$ cat config.mk
export PLATFORM = sky130hd
export DESIGN_NAME = dial_tracker
export DESIGN_NICKNAME = d
export VERILOG_FILES = /design/src/rtl/dial_pkg.sv /design/src/rtl/dial_step.sv /design/src/rtl/dial_tracker.sv
export SDC_FILE = /design/constraint.sdc
export NUM_CORES = 1
export LEC_CHECK = 0
export BUFFER_PORTS_ARGS = -buffer_cell sky130_fd_sc_hd__buf_2
export CAP_MARGIN = 20
export CORE_AREA = 2 2 91 93
export CTS_CLUSTER_SIZE = 10
export DETAILED_ROUTE_END_ITERATION = 8
export DIE_AREA = 0 0 93 95
export PLACE_DENSITY = 0.7
export SETUP_SLACK_MARGIN = 0.3
export SLEW_MARGIN = 25
export SYNTH_ARGS = -nofsm -noshare
export SYNTH_HDL_FRONTEND = slang
export SYNTH_SLANG_ARGS = --single-unit
$ cat constraint.sdc
create_clock -name clk -period 5.92 [get_ports clk]
set_input_delay 0.888 -clock clk [delete_from_list [all_inputs] [get_ports clk]]
set_output_delay 0.888 -clock clk [all_outputs]
set_load 0.1 [all_outputs]
$ cat src/rtl/dial_pkg.sv
// dial_pkg -- shared definitions for the dial tracker.
//   Default dial geometry (modulus and reset position) and the FSM state
//   encodings used by dial_tracker.
package dial_pkg;

   localparam int DIAL_MOD_DEFAULT  = 100;
   localparam int DIAL_INIT_DEFAULT = 50;

   // Two-state controller: waiting for a command, or stripping whole turns.
   localparam logic [0:0] ST_IDLE   = 1'b0;
   localparam logic [0:0] ST_REDUCE = 1'b1;

endpackage

$ cat src/rtl/dial_step.sv
// dial_step -- combinational partial move of the dial by r < MOD steps.
//   Ports:
//     pos      in   current position (0..MOD-1)
//     r        in   partial step count (0..MOD-1)
//     dir      in   0 = add (clockwise), 1 = subtract
//     next_pos out  position after the move
//     pass     out  the move reached position 0 (starting at 0 never counts)
module dial_step
   import dial_pkg::*;
#(
   parameter int  MOD   = DIAL_MOD_DEFAULT,
   localparam int POS_W = $clog2(MOD)
) (
   input  logic [POS_W-1:0] pos,
   input  logic [POS_W-1:0] r,
   input  logic             dir,
   output logic [POS_W-1:0] next_pos,
   output logic             pass
);

   // One extra bit holds pos + r and pos + MOD without overflow.
   localparam logic [POS_W:0] MOD_C = (POS_W+1)'(MOD);

   logic [POS_W:0] w_pos_ext;
   logic [POS_W:0] w_r_ext;
   logic [POS_W:0] w_sum;

   assign w_pos_ext = {1'b0, pos};
   assign w_r_ext   = {1'b0, r};
   assign w_sum     = w_pos_ext + w_r_ext;

   always_comb begin
      next_pos = pos;
      pass     = 1'b0;
      if (!dir) begin
         if (w_sum >= MOD_C) begin
            next_pos = POS_W'(w_sum - MOD_C);
            pass     = 1'b1;
         end else begin
            next_pos = w_sum[POS_W-1:0];
         end
      end else begin
         // Wrap by adding MOD first so the subtraction never goes negative.
         if (w_r_ext <= w_pos_ext) begin
            next_pos = POS_W'(w_pos_ext - w_r_ext);
         end else begin
            next_pos = POS_W'(w_pos_ext + MOD_C - w_r_ext);
         end
         pass = (pos != '0) && (w_r_ext >= w_pos_ext);
      end
   end

endmodule

$ cat src/rtl/dial_tracker.sv
// dial_tracker -- tracks a circular dial driven by add/subtract commands and
//   counts how often it lands on, and passes through, position 0.
//   Ports:
//     clk, rst        clock, synchronous active-high reset
//     in_valid/ready  command handshake; dir and mag sampled on accept
//     dir             0 = add, 1 = subtract
//     mag             unsigned step count
//     clr_cnt         clear both counters (wins over a same-cycle increment)
//     pos             current position (registered)
//     land_cnt        commands that finished at position 0 (saturating)
//     pass_cnt        times position 0 was reached while moving (saturating)
//     busy            command in progress
//     done            one-cycle pulse once a command's results are visible
module dial_tracker
   import dial_pkg::*;
#(
   parameter int  MOD   = DIAL_MOD_DEFAULT,
   parameter int  INIT  = DIAL_INIT_DEFAULT,
   parameter int  MAG_W = 10,
   parameter int  CNT_W = 16,
   localparam int POS_W = $clog2(MOD)
) (
   input  logic             clk,
   input  logic             rst,
   input  logic             in_valid,
   output logic             in_ready,
   input  logic             dir,
   input  logic [MAG_W-1:0] mag,
   input  logic             clr_cnt,
   output logic [POS_W-1:0] pos,
   output logic [CNT_W-1:0] land_cnt,
   output logic [CNT_W-1:0] pass_cnt,
   output logic             busy,
   output logic             done
);

   // Compare width covers both the magnitude and MOD (which may need POS_W+1 bits).
   localparam int               CMP_W   = ((MAG_W > POS_W) ? MAG_W : POS_W) + 2;
   localparam logic [CMP_W-1:0] MOD_C   = CMP_W'(MOD);
   localparam logic [CNT_W-1:0] CNT_MAX = '1;

   logic [0:0]       r_state;
   logic             r_dir;
   logic [MAG_W-1:0] r_rem;
   logic [POS_W-1:0] r_pos;
   logic             r_done;

   logic [CMP_W-1:0] w_rem_ext;
   logic             w_rem_ge_mod;
   logic [POS_W-1:0] w_r;
   logic [POS_W-1:0] w_step_pos;
   logic             w_step_pass;
   logic             w_busy;
   logic             w_accept;
   logic             w_final;
   logic [1:0]       w_cnt_inc;

   assign w_rem_ext    = CMP_W'(r_rem);
   assign w_rem_ge_mod = (w_rem_ext >= MOD_C);
   // Only consumed once rem < MOD, so the low POS_W bits hold all of it.
   assign w_r          = w_rem_ext[POS_W-1:0];

   assign w_busy   = (r_state == ST_REDUCE);
   assign in_ready = (r_state == ST_IDLE) && !rst;
   assign w_accept = in_valid && in_ready;
   assign w_final  = w_busy && !w_rem_ge_mod;

   dial_step #(
      .MOD      (MOD)
   ) u_step (
      .pos      (r_pos),
      .r        (w_r),
      .dir      (r_dir),
      .next_pos (w_step_pos),
      .pass     (w_step_pass)
   );

   always_ff @(posedge clk) begin
      if (rst) begin
         r_state <= ST_IDLE;
         r_dir   <= 1'b0;
         r_rem   <= '0;
         r_pos   <= POS_W'(INIT);
         r_done  <= 1'b0;
      end else begin
         r_done <= 1'b0;
         case (r_state)
            ST_IDLE: begin
               if (w_accept) begin
                  r_dir   <= dir;
                  r_rem   <= mag;
                  r_state <= ST_REDUCE;
               end
            end
            ST_REDUCE: begin
               if (w_rem_ge_mod) begin
                  // A whole turn always crosses 0 exactly once.
                  r_rem <= MAG_W'(w_rem_ext - MOD_C);
               end else begin
                  r_pos   <= w_step_pos;
                  r_rem   <= '0;
                  r_done  <= 1'b1;
                  r_state <= ST_IDLE;
               end
            end
            default: r_state <= ST_IDLE;
         endcase
      end
   end

   // Index 0 = land counter, index 1 = pass counter.
   assign w_cnt_inc[0] = w_final && (w_step_pos == '0);
   assign w_cnt_inc[1] = (w_busy && w_rem_ge_mod) || (w_final && w_step_pass);

   genvar gi;
   generate
      for (gi = 0; gi < 2; gi++) begin : g_cnt
         logic [CNT_W-1:0] r_cnt;
         always_ff @(posedge clk) begin
            if (rst || clr_cnt) begin
               r_cnt <= '0;
            end else if (w_cnt_inc[gi] && (r_cnt != CNT_MAX)) begin
               r_cnt <= r_cnt + 1'b1;
            end
         end
      end
   endgenerate

   assign pos      = r_pos;
   assign land_cnt = g_cnt[0].r_cnt;
   assign pass_cnt = g_cnt[1].r_cnt;
   assign busy     = w_busy;
   assign done     = r_done;

endmodule
==> Implementation_results.wiki, run 1 <==
{| class="wikitable"
! Metric !! Value
|-
| Warning count from the yosys run || 0
|-
| Crit share post-route || 0.8099
|-
| Slowest cell on the critical path || a2111o_1
|-
| Total area of sequential cells || 1041 um^2
|-
| Number of buffers inserted by hold repair at cts || 0
|-
| Row Count || 33
|-
| Final antenna diode count || 0
|-
| Postcts setup bufs || 0
|-
| Final setup vio count || 0
|-
| WP depth || 15
|-
| LEAKAGE || 1.694 nW
|-
| Crit path required time || 6.17 ns
|-
| Peak per-stage delay on the critical path || 0.74 ns
|-
| Core region area || 7928 um^2
|-
| Number of global-route vias before repair || 3287
|-
| Cell area power density || 268.9 nW/um^2
|-
| Setup repair after global routing missed its margin || no
|-
| Sequential fraction of the synthesis area || 0.2715
|-
| EDFF count, synth || 0
|-
| Number of port buffers || 56
|-
| Hold Crit Class || reg -> reg
|-
| Most common cell after layout, fill and taps aside || buf_2
|-
| Worst setup slack for register-to-register paths || 1.13 ns
|-
| Ys async rst share || 0
|-
| Via-per-instance ratio || 5.765
|-
| Hold Path Origin || r_rem[9]
|-
| Buffer levels on the longest clock path || 2
|-
| Peak-usage layer in the global routing report || met2
|-
| Highest-count cells in the layout ignoring fill and taps || 56 x buf_2, 53 x nor2_1, 52 x dfxtp_1
|-
| CTS tree || yes
|-
| List of cells traversed by the critical path || inv_1, ha_1, nor2b_4, a21oi_1, xnor2_1, ha_1, inv_1, a31oi_1, nand3_1, a31oi_1, xnor2_1, or3_1, a2111o_1, or4_1, a21oi_1
|-
| I/O pin count || 57
|-
| Final net count || 588
|-
| Headroom to the max-slew limit || 0.4952
|-
| Final global-route overflow total || 0
|-
| Worst flop-to-flop path endpoint || land_cnt[13]
|-
| Post-layout total power || 0.001144 W
|-
| Remaining routing DRC violations || 0
|-
| Reg2Reg Launch Point || pos[2]
|-
| Startpoint type of the worst setup path || register
|-
| Total number of clock tree sinks || 52
|-
| Pin count of the biggest net entering global routing || 31
|-
| Clock period minus final worst setup slack || 4.794 ns
|-
| Final total negative setup slack || 0 ns
|-
| Total of fill cells in the finished design || 789
|-
| Area of the multi-input gates || 2574 um^2
|-
| Syn_area_per_cell || 7.701 um^2
|-
| First-pass GRT wire length || 15810 um
|-
| Worst setup EP type || register
|-
| Routed vias || 3736
|-
| Number of antenna violations at the first check in global routing || 0
|-
| Highest attainable clock frequency || 208.6 MHz
|-
| Cell count after synthesis || 498
|-
| Number of detailed-routing iterations run before antenna repair || 5
|-
| Net count after synthesis || 544
|-
| H-tree level count || 2
|-
| Die outline area || 8835 um^2
|-
| Detailed placer's ending HPWL || 7505 um
|-
| Final count of hold timing violations || 0
|-
| Clock root cell || clkbuf_8
|-
| Share of layout cells above drive strength 1 || 0.1455
|-
| Maxcap violations || 0
|-
| Width of the chip || 93 um
|-
| Result of the run || finished, final reports clean
|-
| Worst-path fanout max || 28
|-
| Slew at the pin with the worst max-slew slack || 0.7573 ns
|-
| Clock tree skew after final layout || 0.01200 ns
|-
| Seq cells post-synth || 52
|-
| Worst Hold Endpoint || r_rem[9]
|-
| Clock latency of the later-clocked register in the worst-skew pair || 0.32 ns
|-
| Arrival time at the worst endpoint || 5.04 ns
|-
| Hold Path Depth || 2
|-
| Starting DRT DRC Count || 209
|-
| Final slew viol count || 0
|-
| Layout-stage area growth over the synthesis result || 10.93%
|-
| Met3 Use GR || 0.03113
|-
| Number of cell instances on the worst register-to-register path || 15
|-
| DRT Wirelength || 10010 um
|-
| Worst ir drop on vdd || 0.1123 mV
|-
| GPL Wtd Cong || 0.9311
|-
| Clock-pin slew of the registers on the worst-case setup and hold paths || 0.11 ns
|-
| Starting Density || 0.4837
|-
| Critical path buffers and inverters || 2
|-
| Number of buffers created by CTS || 5
|-
| Combined area of all synthesized cells || 3835 um^2
|-
| Met1 Track Usage GR || 0.3055
|-
| Met2 Track Usage GR || 0.3684
|-
| GRT Util Overall || 0.2232
|-
| Kind of cell adding the most delay to the critical path || compound AO/OA/AOI/OAI gates
|-
| Remaining antenna violation count || 0
|-
| Die outline height || 95 um
|-
| Type of the worst setup path || reg -> reg
|-
| Routed wire per std cell || 15.44 um
|-
| Number of gates resized after cts || 0
|-
| Distinct cell type count of the synthesized netlist || 61
|-
| Leading register cell type out of synthesis || dfxtp_1
|}
-- worst max path at each step --
stage	from	endpoint	slack [ns]
after detailed placement	pos[2]	land_cnt[13]	1.21
final	pos[2]	land_cnt[13]	1.13
after floorplan	pos[2]	land_cnt[15]	1.26
after global placement	pos[2]	land_cnt[13]	1.36
after CTS	pos[2]	land_cnt[13]	1.16
after global routing	pos[2]	land_cnt[13]	0.78
-- sequential cells by signal, summed over array words and instances, names as in the netlist --
name      count
r_dir         1
done          1
r_rem        10
busy          1
pass_cnt     16
pos           7
land_cnt     16
-- cell type report --
cell class / instances / area share
multi-input cells: 393 / 0.6050
inverters: 33 / 0.02912
repair buffers: 57 / 0.06765
clock buffers: 5 / 0.01618
clock inverters: 3 / 0.006471
well taps: 105 / 0.03088
flip-flops and latches: 52 / 0.2447
-- kinds of logic (layout without fill, tap and decap cells) --
kind of cell / after synthesis / after routing / share of synthesized area
muxes: 6 / 6 / 0.01729
and+or+nand+nor: 202 / 202 / 0.2679
DFF: 52 / 52 / 0.2715
buffers and inverters: 53 / 98 / 0.05742
AOI/OAI and AO/OA: 134 / 134 / 0.2294
adders and majority gates: 31 / 31 / 0.1109
xor gates and xnor gates: 20 / 20 / 0.04567
-- where the power goes --
part | internal [W] | switching [W]
registers | 0.000364 | 0.0000275
clock network | 0.0000872 | 0.000134
logic | 0.000187 | 0.000344
total | 0.000638 | 0.000506
-- synth_stat cells (2+ instances only) --
library cell	number	area share
mux2i_1	4	0.010
o22a_1	3	0.0069
o21a_1	3	0.0059
nand2_1	40	0.039
nor4b_1	2	0.0046
o21ai_1	5	0.0065
nor2b_1	6	0.0098
inv_1	33	0.032
nor3_1	12	0.016
a311o_1	3	0.0078
dfxtp_1	52	0.27
buf_6	2	0.0059
nand4_1	9	0.015
a211o_1	3	0.0069
nor3b_1	3	0.0059
o31a_1	3	0.0069
or2_2	4	0.0065
o21ai_0	29	0.038
a31oi_1	8	0.013
nor2_1	53	0.052
nand3_1	20	0.026
a21oi_1	38	0.050
o31ai_1	5	0.0098
fa_1	5	0.026
a311oi_1	4	0.0091
or3_1	19	0.031
a221oi_1	2	0.0046
o211ai_1	6	0.012
a211oi_1	7	0.014
a2111oi_0	2	0.0046
nand3b_1	2	0.0039
and3_1	3	0.0049
o22ai_1	2	0.0033
nand2b_1	6	0.0098
nor4_1	10	0.016
and2_1	3	0.0049
or4_1	5	0.0098
xor2_1	4	0.0091
buf_2	2	0.0026
xnor2_1	16	0.037
clkbuf_1	15	0.015
ha_1	26	0.085
-- worst reg2reg max path, cell delays in order, from the launching register on --
cell	delay (ns)
dfxtp_1	0.48
inv_1	0.08
ha_1	0.46
nor2b_4	0.25
a21oi_1	0.07
xnor2_1	0.49
ha_1	0.29
inv_1	0.09
a31oi_1	0.15
nand3_1	0.19
a31oi_1	0.27
xnor2_1	0.10
or3_1	0.40
a2111o_1	0.75
or4_1	0.52
a21oi_1	0.15
-- per-stage QoR --
stage / utilization / hold slack, ns / instances / area [um^2] / setup slack [ns]
2_1_floorplan: - / 0.4490 / 498 / 3835 / 1.255
3_3_place_gp: 0.5245 / 0.4618 / 640 / 4158 / 1.363
3_5_place_dp: 0.5245 / 0.4689 / 640 / 4158 / 1.214
4_1_cts: 0.5366 / 0.4874 / 648 / 4254 / 1.164
5_1_grt: 0.5366 / 0.5330 / 648 / 4254 / 0.7783
6_report: 0.5366 / 0.4893 / 648 / 4254 / 1.126
-- per-layer routing --
metal  up-vias  share of wire
met5         -              0
met1      1749           0.47
met4         0          0.014
li1       1896              -
met3         9          0.043
met2        82           0.48
Power figures use the tool's default switching activity.
==> run 2, diff against run 1 <==
- ABC_AREA: not set -> 1
- CORE_AREA: 2 2 91 93 -> 2 2 95 97
- DIE_AREA: 0 0 93 95 -> 0 0 97 99
- PLACE_DENSITY: 0.7 -> 0.69
- clock period: 5.92 -> 4.6 ns (I/O delays scaled with it)
==> run 2 against run 1 <==
  * Combinational power increased by 68%
  * Synthesized area increased by 8.1%
  * Hold slack improved by 0.0016 ns
  * Fmax increased by 40%
  * Synthesized cell count increased by 26%
  * Sequential power increased by 29%
  * Largest cell class unchanged
  * Largest power group unchanged
==> Implementation_results.wiki, run 2 <==
{| class="wikitable"
! Metric !! Value
|-
| Result of the run || finished, final reports clean
|-
| Cell type with the largest total area after synthesis || dfxtp_1
|-
| Combined area of all synthesized cells || 4144 um^2
|-
| Reg power frac || 0.302
|-
| Share of layout cells above drive strength 1 || 0.1605
|-
| Arrival time at the worst endpoint || 3.65 ns
|-
| Crit share post-route || 0.7450
|-
| Number of antenna violations at the first check in global routing || 0
|-
| Most frequent cell on the critical path || nand2_1
|-
| H-tree level count || 2
|-
| Layout-stage area growth over the synthesis result || 10.69%
|-
| Final setup vio count || 0
|-
| Number of buffers inserted by hold repair at cts || 0
|-
| Number of global-route vias before repair || 3854
|-
| Core region area || 8551 um^2
|-
| Main combinational cell family by area after synthesis || simple AND/OR/NAND/NOR gates
|-
| Final total negative setup slack || 0 ns
|-
| Cell area power density || 365.2 nW/um^2
|-
| Hold Path Depth || 2
|-
| Most area-consuming cells after synthesis || dfxtp_1 25%, nand2_1 13%, ha_1 7.9%, inv_1 7.7%, nor2_1 6.3%
|-
| Routed wire per std cell || 13.30 um
|-
| Fraction of post-synthesis cell area in the top cell type by area || 0.2512
|-
| Total number of clock tree sinks || 52
|-
| First-pass GRT wire length || 17640 um
|-
| Width of the chip || 97 um
|-
| LEAKAGE || 2.166 nW
|-
| Starting DRT DRC Count || 232
|-
| Highest-count cells in the layout ignoring fill and taps || 141 x nand2_1, 85 x inv_1, 69 x nor2_1
|-
| Final count of hold timing violations || 0
|-
| Via-per-instance ratio || 5.339
|-
| Critical path buffers and inverters || 3
|-
| Kind of cell adding the most delay to the critical path || simple AND/OR/NAND/NOR gates
|-
| Slew at the pin with the worst max-slew slack || 0.5254 ns
|-
| Standard cell area after detailed placement || 4496 um^2
|-
| DRT Wirelength || 10470 um
|-
| Final global-route overflow total || 0
|-
| GPL Wtd Cong || 0.9603
|-
| Number of detailed-routing iterations run before antenna repair || 5
|-
| Final slew viol count || 0
|-
| Startpoint type of the worst setup path || register
|-
| Cell count after synthesis || 626
|-
| Worst setup EP type || register
|-
| Number of port buffers || 56
|-
| Number of buffers created by CTS || 5
|-
| Switching fraction of total power || 0.4958
|-
| Highest attainable clock frequency || 291.8 MHz
|-
| Reg2Reg Launch Point || pos[2]
|-
| EDFF count, synth || 0
|-
| Combinational fraction of design power || 0.533
|-
| Part of the total power dissipated in the clock network || 0.165
|-
| Mux contribution to synthesized area || 0.002415
|-
| Crit path required time || 4.82 ns
|-
| Area fraction in and, or, nand and nor cells after synthesis || 0.3671
|-
| Seq cells post-synth || 52
|-
| Xor-xnor portion of the synthesized cell area || 0.04438
|-
| Synth cell count leaders || 141 x nand2_1, 85 x inv_1, 69 x nor2_1, 52 x dfxtp_1, 43 x nand3_1
|-
| Final net count || 724
|-
| Reported net switching power || 0.0008307 W
|-
| Worst-path fanout max || 19
|-
| Row Count || 34
|-
| Area share of fa/ha/maj cells after synthesis || 0.1027
|-
| Type of the worst setup path || reg -> reg
|-
| Pin count of the biggest net entering global routing || 22
|-
| Pint || 0.0008446 W
|-
| I/O pin count || 57
|-
| Die outline height || 99 um
|-
| Detailed placer's ending HPWL || 8184 um
|-
| Headroom to the max-slew limit || 0.6484
|-
| Setup repair after global routing missed its margin || no
|-
| Clock-pin slew of the registers on the worst-case setup and hold paths || 0.10 ns
|-
| Net count after synthesis || 672
|-
| Worst setup slack for register-to-register paths || 1.17 ns
|-
| Most common cell after layout, fill and taps aside || nand2_1
|-
| Remaining antenna violation count || 0
|-
| Clock root cell || clkbuf_8
|-
| Leading register cell type out of synthesis || dfxtp_1
|-
| Distinct cell type count of the synthesized netlist || 42
|-
| Buffer levels on the longest clock path || 2
|-
| Post-layout total power || 0.001675 W
|-
| Peak per-stage delay on the critical path || 0.46 ns
|-
| Warning count from the yosys run || 0
|-
| Dominant cell by count in the synthesized netlist || nand2_1
|-
| List of cells traversed by the critical path || inv_1, ha_1, inv_2, a21oi_2, nand2_1, nand2_1, nand2_1, ha_1, nand3_1, nand2_1, inv_1, nand2_1, nand3_4, nand2_4, nand2_1, nand2_1, nand2_1, nand2_2, nor2_8, nand2_4, nor2_4, nand3_1, nand2_1, nor2_1
|-
| Post-layout instance area || 4587 um^2
|-
| Worst ir drop on vdd || 0.2231 mV
|-
| CTS tree || yes
|-
| Clock period minus final worst setup slack || 3.427 ns
|-
| Clock latency of the later-clocked register in the worst-skew pair || 0.31 ns
|-
| Hold Crit Class || reg -> reg
|-
| Number of cell instances on the worst register-to-register path || 24
|-
| Hold Path Origin || pass_cnt[10]
|-
| Postcts setup bufs || 0
|-
| Maxcap violations || 0
|-
| Starting Density || 0.4846
|-
| Clock tree skew after final layout || 0.01297 ns
|-
| Sequential fraction of the synthesis area || 0.2512
|-
| GRT Util Overall || 0.2192
|-
| Routed vias || 4202
|-
| Ys async rst share || 0
|-
| Number of gates resized after cts || 0
|-
| Worst Hold Endpoint || pass_cnt[10]
|-
| Slowest cell on the critical path || ha_1
|-
| Compound-cell area share of the yosys netlist || 0.1253
|-
| Final antenna diode count || 0
|-
| Worst flop-to-flop path endpoint || land_cnt[0]
|-
| Die outline area || 9603 um^2
|-
| Syn_area_per_cell || 6.620 um^2
|-
| Remaining routing DRC violations || 0
|}
run 2: worst reg2reg max path, cell delays in order (launching register included):
cell	delay (ns)
dfxtp_1	0.45
inv_1	0.12
ha_1	0.46
inv_2	0.10
a21oi_2	0.17
nand2_1	0.10
nand2_1	0.08
nand2_1	0.12
ha_1	0.24
nand3_1	0.09
nand2_1	0.05
inv_1	0.05
nand2_1	0.08
nand3_4	0.12
nand2_4	0.08
nand2_1	0.06
nand2_1	0.05
nand2_1	0.07
nand2_2	0.11
nor2_8	0.30
nand2_4	0.08
nor2_4	0.16
nand3_1	0.09
nand2_1	0.07
nor2_1	0.04
run 2: final cells by class:
type | instances | area (um^2)
fillers | 881 | 3964
multi-input cells | 464 | 2660
flip-flops and latches | 52 | 1041
inverters | 97 | 364.1
repair buffers | 58 | 295.3
well taps | 108 | 135.1
clock buffers | 5 | 68.82
clock inverters | 3 | 22.52
run 2: cell families after synthesis:
family | after synthesis
compound gates | 87
xor+xnor | 21
fa+ha+maj | 31
buf+inv | 110
flops | 52
mux | 1
simple gates | 324
run 2: how the worst max path moves through the flow:
stage          startpoint      endpoint  slack (ns)  cells past startpoint
6_report           pos[2]   land_cnt[0]        1.17                     24
5_1_grt            pos[2]  pass_cnt[10]        0.82                     22
4_1_cts            pos[2]  land_cnt[13]        1.18                     24
3_5_place_dp       pos[2]  land_cnt[11]        1.19                     22
3_3_place_gp       pos[2]   pass_cnt[6]        1.26                     22
2_1_floorplan      pos[2]   land_cnt[7]        0.98                     23
run 2: power by group through the flow:
| stage | logic (W) | registers (W) | clock network [W] |
|---|---|---|---|
| finish | 0.000894 | 0.000506 | 0.000276 |
| CTS | 0.000888 | 0.000506 | 0.000287 |
| floorplan | 0.000655 | 0.000589 | 0 |
| global route | 0.000986 | 0.000510 | 0.000303 |
| global placement | 0.000869 | 0.000516 | 0 |
| detailed placement | 0.000884 | 0.000516 | 0 |
run 2: layer usage:
metal | share of wire | global-route usage | wire [um] | vias up
li1 | - | - | - | 2140
met1 | 0.47 | 0.2883 | 4876 | 1935
met2 | 0.47 | 0.3670 | 4887 | 108
met3 | 0.046 | 0.03546 | 478 | 19
met4 | 0.022 | 0.07584 | 227 | 0
met5 | 0 | 0 | 0 | -
run 2: stage by stage:
stage | util | instances | hold slack (ns) | setup slack [ns]
5_1_grt | 0.5364 | 787 | 0.5172 | 0.8232
2_1_floorplan | - | 626 | 0.5294 | 0.9770
6_report | 0.5364 | 787 | 0.4909 | 1.173
3_3_place_gp | 0.5258 | 779 | 0.4731 | 1.262
4_1_cts | 0.5364 | 787 | 0.4984 | 1.179
3_5_place_dp | 0.5258 | 779 | 0.4816 | 1.194
==> run 3, diff against run 2 <==
- clock period: 4.6 -> 3.2 ns (I/O delays scaled with it)
==> run 3 against run 2 <==
  * Final area up 10%
  * Combinational power is 88% higher
  * Via count increased by 1.4%
  * Sequential cell count is the same
  * Non-clock buffer count increased by 21
  * Highest routed layer unchanged
==> Implementation_results.wiki, run 3 (synthesis gave the netlist of run 2 again) <==
{| class="wikitable"
! Metric !! Value
|-
| Remaining routing DRC violations || 0
|-
| Final antenna diode count || 0
|-
| Arrival time at the worst endpoint || 3.03 ns
|-
| Final slew viol count || 0
|-
| Slew at the pin with the worst max-slew slack || 0.6731 ns
|-
| First-pass GRT wire length || 18740 um
|-
| DRT Wirelength || 11060 um
|-
| Via-per-instance ratio || 5.258
|-
| Placed cell count || 783
|-
| Highest attainable clock frequency || 356.7 MHz
|-
| Worst ir drop on vdd || 0.3399 mV
|-
| LEAKAGE || 2.315 nW
|-
| Cell area power density || 555.5 nW/um^2
|-
| Clock tree skew after final layout || 0.01753 ns
|-
| Final count of hold timing violations || 0
|-
| Clock latency of the later-clocked register in the worst-skew pair || 0.32 ns
|-
| Slowest cell on the critical path || fa_1
|-
| Critical path buffers and inverters || 3
|-
| Total number of clock tree sinks || 52
|-
| Core region area || 8551 um^2
|-
| Routed vias || 4259
|-
| Number of detailed-routing iterations run before antenna repair || 5
|-
| Pin count of the biggest net entering global routing || 18
|-
| GRT Util Overall || 0.2316
|-
| Highest-count cells in the layout ignoring fill and taps || 131 x nand2_1, 79 x inv_1, 60 x nor2_1
|-
| Number of global-route vias before repair || 4130
|-
| Clock period minus final worst setup slack || 2.803 ns
|-
| Total of fill cells in the finished design || 808
|-
| Routed wire per std cell || 13.66 um
|-
| Crit share post-route || 0.8760
|-
| Clock-pin slew of the registers on the worst-case setup and hold paths || 0.11 ns
|-
| Detailed placer's ending HPWL || 8329 um
|-
| Number of buffers inserted by hold repair at cts || 0
|-
| Worst-path fanout max || 6
|-
| Number of buffers created by CTS || 5
|-
| Setup repair after global routing missed its margin || yes
|-
| Final instance count without filler cells || 810
|-
| Final setup vio count || 0
|-
| Width of the chip || 97 um
|-
| Number of antenna violations at the first check in global routing || 0
|-
| Buffer levels on the longest clock path || 2
|-
| Most common cell after layout, fill and taps aside || nand2_1
|-
| Hold Crit Class || in -> reg
|-
| Number of port buffers || 56
|-
| Starting Density || 0.4846
|-
| Clock root cell || clkbuf_8
|-
| Peak per-stage delay on the critical path || 0.42 ns
|-
| Result of the run || finished, final reports clean
|-
| Worst setup EP type || register
|-
| Share of layout cells above drive strength 1 || 0.2593
|-
| Kind of cell adding the most delay to the critical path || compound AO/OA/AOI/OAI gates
|-
| Final total negative setup slack || 0 ns
|-
| Startpoint type of the worst setup path || register
|-
| Row Count || 34
|-
| H-tree level count || 2
|-
| Maxcap violations || 0
|-
| Headroom to the max-slew limit || 0.5496
|-
| List of cells traversed by the critical path || buf_4, inv_1, ha_1, fa_1, o21ai_1, a21oi_1, xor2_1, o21ai_1, nor2_2, a21oi_4, buf_12, nand2_4, nor2_4, nand3_1, nand2_1, nor2_1
|-
| Worst hold slack across all endpoints || 0.3764 ns
|-
| Crit path required time || 3.43 ns
|-
| I/O pin count || 57
|-
| Remaining antenna violation count || 0
|-
| Starting DRT DRC Count || 256
|-
| CTS tree || yes
|-
| Final global-route overflow total || 0
|-
| Layout-stage area growth over the synthesis result || 21.89%
|-
| GPL Wtd Cong || 0.9734
|-
| Finished Core Util || 0.5907
|-
| Die outline height || 99 um
|-
| Final net count || 747
|-
| Die outline area || 9603 um^2
|-
| Type of the worst setup path || reg -> reg
|-
| Most frequent cell on the critical path || o21ai_1
|}
[run 3: layer usage]
| metal | GRT usage | routed length, um |
|---|---|---|
| met1 | 0.3007 | 5099 |
| met2 | 0.3974 | 5266 |
| met3 | 0.03617 | 513 |
| met4 | 0.07151 | 182 |
| met5 | 0 | 0 |
[run 3: repair_timing]
| item | 4_1_cts | 5_1_grt |
|---|---|---|
| gates cloned | 2 | 0 |
| setup endpoints to repair | 26 | 33 |
| setup buffers | 12 | 5 |
| pin swaps | 6 | 23 |
| resized for setup | 10 | 44 |
[run 3: final timing paths]
path	depth (start not counted)	endpoint	slack (ns)	startpoint
setup reg to reg	16	land_cnt[0]	0.40	pos[0]
hold reg to reg	2	pass_cnt[10]	0.50	pass_cnt[10]
hold / removal	2	r_rem[0]	0.38	mag[0]
setup / recovery	16	land_cnt[0]	0.40	pos[0]
[run 3: area by class of cell]
cell class / instances / area, um^2 / area share
well taps: 108 / 135.1 / 0.02675
flip-flops and latches: 52 / 1062 / 0.2103
repair buffers: 79 / 485.5 / 0.09611
multi-input cells: 466 / 2903 / 0.5747
clock buffers: 5 / 68.82 / 0.01362
clock inverters: 3 / 22.52 / 0.004459
inverters: 97 / 374.1 / 0.07407
[run 3: power breakdown]
part           internal [W]  total, W  switching (W)
clock              0.000157  0.000394       0.000237
sequential         0.000684  0.000730      0.0000466
combinational      0.000613   0.00168        0.00107
total               0.00145   0.00281        0.00135
[run 3: through the flow]
step           total power, W  instance area [um^2]  worst slack (ns)
5_1_grt              0.002996                  5051            0.1606
4_1_cts              0.002640                  4856            0.3003
6_report             0.002806                  5051            0.3968
3_5_place_dp         0.002064                  4597            0.1356
3_3_place_gp         0.002033                  4597            0.2555
2_1_floorplan        0.001817                  4215            0.2647
